--- src/rtl/mm_regbank.sv ---
// Avalon-MM register bank: NREGS byte-writable control words, a free-running
// cycle counter and a sticky write-1-to-clear status capture register.
module mm_regbank #(
    parameter int          NREGS          = 4,
    parameter int          STATUS_WIDTH   = 8,
    parameter logic [31:0] UNMAPPED_VALUE = 32'hDEADBEEF
) (
    input  logic                      clk_clk,
    input  logic                      reset_reset_n,
    input  logic [31:0]               address,
    input  logic                      read,
    input  logic                      write,
    input  logic [3:0]                byteenable,
    input  logic [31:0]               writedata,
    output logic [31:0]               readdata,
    output logic                      readdatavalid,
    output logic                      waitrequest,
    input  logic [STATUS_WIDTH-1:0]   status_in,
    output logic [32*NREGS-1:0]       ctrl_out,
    output logic [NREGS-1:0]          wr_strobe
);

    localparam logic [29:0] IDX_CYCLES = 30'(NREGS);
    localparam logic [29:0] IDX_STICKY = 30'(NREGS + 1);

    logic [29:0]             word_idx;
    logic [1:0]              unused_addr_lsb;

    logic [31:0]             ctrl_q [NREGS];
    logic [31:0]             ctrl_d [NREGS];
    logic [31:0]             cycles_q, cycles_d, cycles_inc;
    logic [STATUS_WIDTH-1:0] sticky_q, sticky_d;
    logic [31:0]             rdata_q, rdata_d;
    logic                    rvalid_q, rvalid_d;
    logic [NREGS-1:0]        strobe_q, strobe_d;

    function automatic logic [31:0] merge_bytes(input logic [31:0] old_val,
                                                input logic [31:0] new_val,
                                                input logic [3:0]  be);
        logic [31:0] res;
        for (int k = 0; k < 4; k++) begin
            res[8*k +: 8] = be[k] ? new_val[8*k +: 8] : old_val[8*k +: 8];
        end
        return res;
    endfunction

    function automatic logic [31:0] lane_mask(input logic [3:0] be);
        logic [31:0] m;
        for (int k = 0; k < 4; k++) begin
            m[8*k +: 8] = {8{be[k]}};
        end
        return m;
    endfunction

    assign word_idx        = address[31:2];
    assign unused_addr_lsb = address[1:0];
    assign waitrequest     = 1'b0;
    assign cycles_inc      = cycles_q + 32'd1;

    always_comb begin
        ctrl_d   = ctrl_q;
        strobe_d = '0;
        cycles_d = cycles_inc;
        sticky_d = sticky_q;
        rvalid_d = read;

        if (write) begin
            for (int i = 0; i < NREGS; i++) begin
                if (word_idx == 30'(i)) begin
                    ctrl_d[i]   = merge_bytes(ctrl_q[i], writedata, byteenable);
                    strobe_d[i] = 1'b1;
                end
            end
            if (word_idx == IDX_CYCLES) begin
                cycles_d = merge_bytes(cycles_inc, writedata, byteenable);
            end
            if (word_idx == IDX_STICKY) begin
                sticky_d = sticky_q & ~STATUS_WIDTH'(writedata & lane_mask(byteenable));
            end
        end
        // Capture is applied after the clear so a same-cycle set wins.
        sticky_d = sticky_d | status_in;

        rdata_d = UNMAPPED_VALUE;
        for (int i = 0; i < NREGS; i++) begin
            if (word_idx == 30'(i)) begin
                rdata_d = ctrl_q[i];
            end
        end
        if (word_idx == IDX_CYCLES) begin
            rdata_d = cycles_q;
        end
        if (word_idx == IDX_STICKY) begin
            rdata_d = 32'(sticky_q);
        end
    end

    always_ff @(posedge clk_clk) begin
        if (!reset_reset_n) begin
            for (int i = 0; i < NREGS; i++) begin
                ctrl_q[i] <= '0;
            end
            cycles_q <= '0;
            sticky_q <= '0;
            rdata_q  <= '0;
            rvalid_q <= 1'b0;
            strobe_q <= '0;
        end else begin
            ctrl_q   <= ctrl_d;
            cycles_q <= cycles_d;
            sticky_q <= sticky_d;
            rdata_q  <= rdata_d;
            rvalid_q <= rvalid_d;
            strobe_q <= strobe_d;
        end
    end

    for (genvar g = 0; g < NREGS; g++) begin : g_ctrl_out
        assign ctrl_out[32*g +: 32] = ctrl_q[g];
    end

    assign readdata      = rdata_q;
    assign readdatavalid = rvalid_q;
    assign wr_strobe     = strobe_q;

endmodule
--- config.mk ---
export PLATFORM = sky130hd
export DESIGN_NAME = mm_regbank
export DESIGN_NICKNAME = d
export VERILOG_FILES = /design/src/rtl/mm_regbank.sv
export SDC_FILE = /design/constraint.sdc
export NUM_CORES = 1
export LEC_CHECK = 0
export CELL_PAD_IN_SITES_DETAIL_PLACEMENT = 0
export CELL_PAD_IN_SITES_GLOBAL_PLACEMENT = 1
export CORE_UTILIZATION = 36
export CTS_CLUSTER_DIAMETER = 30
export DETAILED_ROUTE_END_ITERATION = 6
export GPL_TIMING_DRIVEN = 0
export HOLD_SLACK_MARGIN = 0.1
export PLACE_DENSITY = 0.78
export SETUP_SLACK_MARGIN = 0.1
export SYNTH_ARGS = -nofsm -noshare
export SYNTH_HDL_FRONTEND = slang
export SYNTH_SLANG_ARGS = --single-unit
--- constraint.sdc ---
create_clock -name clk_clk -period 2.6 [get_ports clk_clk]
set_input_delay 0.52 -clock clk_clk [delete_from_list [all_inputs] [get_ports clk_clk]]
set_output_delay 0.52 -clock clk_clk [all_outputs]
set_load 0.02 [all_outputs]
==> out/results.ini <==
[power]
share_comb_of_total_power_pct = 5.2
p_sw_w = 0.00226
p_int_w = 0.00734
p_sw_share_pct = 23.5
pwr-share-clk_pct = 61.4
seqPwrFrac_pct = 33.4
ir_drop_uv = 437
p_per_area_mw_per_mm2 = 688
cellLeakagePower_nw = 5.19
finalPower_w = 0.00959

[routing]
drtIter0Drc = 754
first_pass_iters = 4
routed_wl_um = 37100
vias = 9368
antenna_left = 0
drc = 0
routedWlPerCell_um = 21.7
via_per_inst = 5.48

[global_routing]
grt_pass1_wl_um = 56000
grt-ovfl-total = 0
grt.total_usage_pct = 28.4
antenna_found_initial = 3
grt_pass1_vias = 9173
grt_max_degree = 14

[critical_path]
critPathTopFamily = simple AND/OR/NAND/NOR gates
critPathBufInv = 2
cp-start-kind = primary input
rrSetupSlack_ns = 0.27
max_stage_delay_ns = 0.64
end_kind = flop
cp_max_fo = 10
critPathLaunch = address[17]
reg2reg_to = cycles_q[17]
crit_required_ns = 3.04
r2r_cells = 5
r2r_start = cycles_q[5]
arrival_ns = 2.87
cp.depth = 7
cp-endpoint = cycles_q[23]
critPathKind = primary input to flop
path_cells = clkdlybuf4s50_1 > or4_4 > nor4_4 > buf_6 > nand4_1 > o21ai_1 > a21oi_1
cp_slowest_cell = or4_4

[clock_network]
clock_latency_ns = 0.56
cts_htree_levels = 2
cts.sinks = 205
clk_pin_slew_worst_paths_ns = 0.05
cts_root_buffer = clkbuf_16
clk_path_buf_depth = 3
cts_tree = done
numCtsBuffers = 49

[synth]
ys_warn_count = 0
yosysSeqAreaShare_pct = 44.7
synthesis.nets = 1117
synthCells = 1036
ys_async_sr_fraction_pct = 0
synth_edf_count = 0
ys_seq_elements = 205
syn_avg_cell_area_um2 = 8.87
synth_ff_type = dfxtp_1
ys_types = 57
synth_area_mm2 = 0.00919

[sta]
fmax_mhz = 411
finalCritPeriodShare_pct = 93.6
tightest_slew_ns = 1.16
skew_ns = 0.0192
final.min_clock_period_ns = 2.43
rsz0062_at_grt = yes
slew_viol_final = 0
hold_viol = 0
setup_viol = 0
slew_headroom_pct = 22.0
setup_slack_ns = 0.166

[run]
maxCapViolCount = 0

[cells_and_area]
layout_common_cells = clkdlybuf4s50_1 (239), dfxtp_1 (205), nand2_1 (118)
drive_gt1_share_pct = 15.1
synthToLayoutAreaGrowth_pct = 51.8
final_common_cell = clkdlybuf4s50_1
nNetsFinal = 1421
multiInputGateArea_mm2 = 0.00492
seqCellArea_mm2 = 0.00410
n_fill_cell = 2322

[placement]
pre_cts_ws_ns = -0.861
port_buffers = 241
place_congestion = 0.906
place_hpwl_um = 26300

[die]
die_y_um = 162
dieWidth_um = 162
start_util_pct = 36.6
pin_count = 246
row_count = 58
coreArea_mm2 = 0.0251
die-area_mm2 = 0.0262

[worst_hold_path]
holdCritPathClass = flop to flop

[outcome]
outcome = finished, final reports clean

==> logic make-up after synthesis <==
| group | count (synthesis) | synth area share, % |
|---|---|---|
| AND/OR/NAND/NOR | 406 | 24.0 |
| AO/OA/AOI/OAI | 233 | 15.4 |
| flip-flops | 205 | 44.7 |
| multiplexers | 83 | 9.15 |
| buffers and inverters | 77 | 3.66 |
| XOR/XNOR | 30 | 2.86 |
| adder cells (fa/ha/maj) | 1 | 0.136 |
| other | 1 | 0.0408 |
==> cell usage after synthesis, types with 5 or more instances <==
master | n | area share (%)
a211oi_1 | 8 | 0.65
a21oi_1 | 48 | 2.6
a221oi_1 | 6 | 0.57
and3_1 | 5 | 0.34
and4_1 | 8 | 0.76
buf_1 | 8 | 0.33
buf_2 | 20 | 1.1
clkbuf_1 | 39 | 1.6
dfxtp_1 | 205 | 45
inv_1 | 5 | 0.20
mux2_2 | 8 | 0.98
mux2i_1 | 75 | 8.2
nand2_1 | 119 | 4.9
nand3_1 | 85 | 4.6
nand4_1 | 18 | 1.2
nand4_2 | 7 | 0.95
nor2_1 | 67 | 2.7
nor2b_1 | 29 | 2.0
nor3_1 | 14 | 0.76
nor3b_1 | 10 | 0.82
nor4_1 | 5 | 0.34
o211a_1 | 7 | 0.76
o21ai_0 | 56 | 3.1
o21ai_1 | 58 | 3.2
o21ai_2 | 7 | 0.67
o221ai_1 | 16 | 1.5
o2bb2ai_1 | 6 | 0.57
o31ai_1 | 7 | 0.57
o41ai_1 | 6 | 0.57
or2_2 | 6 | 0.41
xnor2_1 | 8 | 0.76
xor2_1 | 22 | 2.1
==> power by group through the flow <==
| stage | logic [W] | clock network [W] | registers, W |
|---|---|---|---|
| 2_1_floorplan | 0.000164 | 0 | 0.00328 |
| 3_3_place_gp | 0.000475 | 0 | 0.00326 |
| 3_5_place_dp | 0.000476 | 0 | 0.00326 |
| 4_1_cts | 0.000484 | 0.00594 | 0.00320 |
| 5_1_grt | 0.000529 | 0.00614 | 0.00320 |
| 6_report | 0.000500 | 0.00589 | 0.00320 |
==> sequential cells by signal, summed over array words and instances, names as in the netlist <==
name / cells
cycles_q: 32
wr_strobe: 4
readdatavalid: 1
sticky_q: 8
readdata: 32
ctrl_out: 128
==> routing by layer <==
| layer | track usage (%) | up-vias | share of wire (%) | wire length [µm] |
|---|---|---|---|---|
| li1 | - | 4398 | - | - |
| met1 | 37.6 | 4468 | 44 | 16300 |
| met2 | 44.9 | 414 | 45 | 16700 |
| met3 | 5.72 | 86 | 7.8 | 2890 |
| met4 | 11.8 | 2 | 3.2 | 1190 |
| met5 | 0 | - | 0.022 | 8 |
==> worst reg2reg max path: cells and delay by family (launching register included) <==
kind	cells	cell delay, ns
and+or+nand+nor	3	1.48
DFF	1	0.44
AOI/OAI and AO/OA	1	0.14
xor gates and xnor gates	1	0.20
==> layout make-up <==
class                           instances  share of cell area [%]
Antenna cell                            3                  0.0538
Inverter                                5                   0.135
Timing Repair Buffer                  253                    18.0
Buffer                                 72                    2.52
Clock buffer                           61                    9.62
Sequential cell                       205                    29.4
Multi-Input combinational cell        754                    35.3
Tap cell                              330                    2.96
Clock inverter                         27                    1.97
==> how the worst min path moves through the flow <==
| stage | startpoint | cells after the start | slack (ns) | to |
|---|---|---|---|---|
| floorplan | cycles_q[29] | 2 | 0.46 | readdata[29] |
| global placement | ctrl_out[29] | 2 | 0.45 | ctrl_out[29] |
| detailed placement | ctrl_out[29] | 2 | 0.46 | ctrl_out[29] |
| CTS | ctrl_out[24] | 2 | 0.47 | ctrl_out[24] |
| global route | ctrl_out[98] | 2 | 0.49 | ctrl_out[98] |
| finish | ctrl_out[29] | 2 | 0.47 | ctrl_out[29] |
==> through the flow <==
step	cell area (µm²)	hold WS [ns]	instances	setup TNS (ns)	util (%)
3_5_place_dp	12000	0.465	1607	-105.49	47.8
2_1_floorplan	9190	0.459	1036	0	-
6_report	13900	0.466	1710	0	55.5
4_1_cts	13700	0.467	1700	0	54.7
3_3_place_gp	12000	0.453	1607	-102.24	47.8
5_1_grt	13900	0.494	1708	0	55.5
==> timing repair <==
item / 4_1_cts / 5_1_grt
resized for setup: 21 / 41
endpoints found under the setup margin: 113 / 153
hold buffers: 0 / 0
setup buffers: 5 / 7
pin swaps: 3 / 6
gates cloned: 0 / 0
Note: power is estimated with default switching activity, not from simulation.
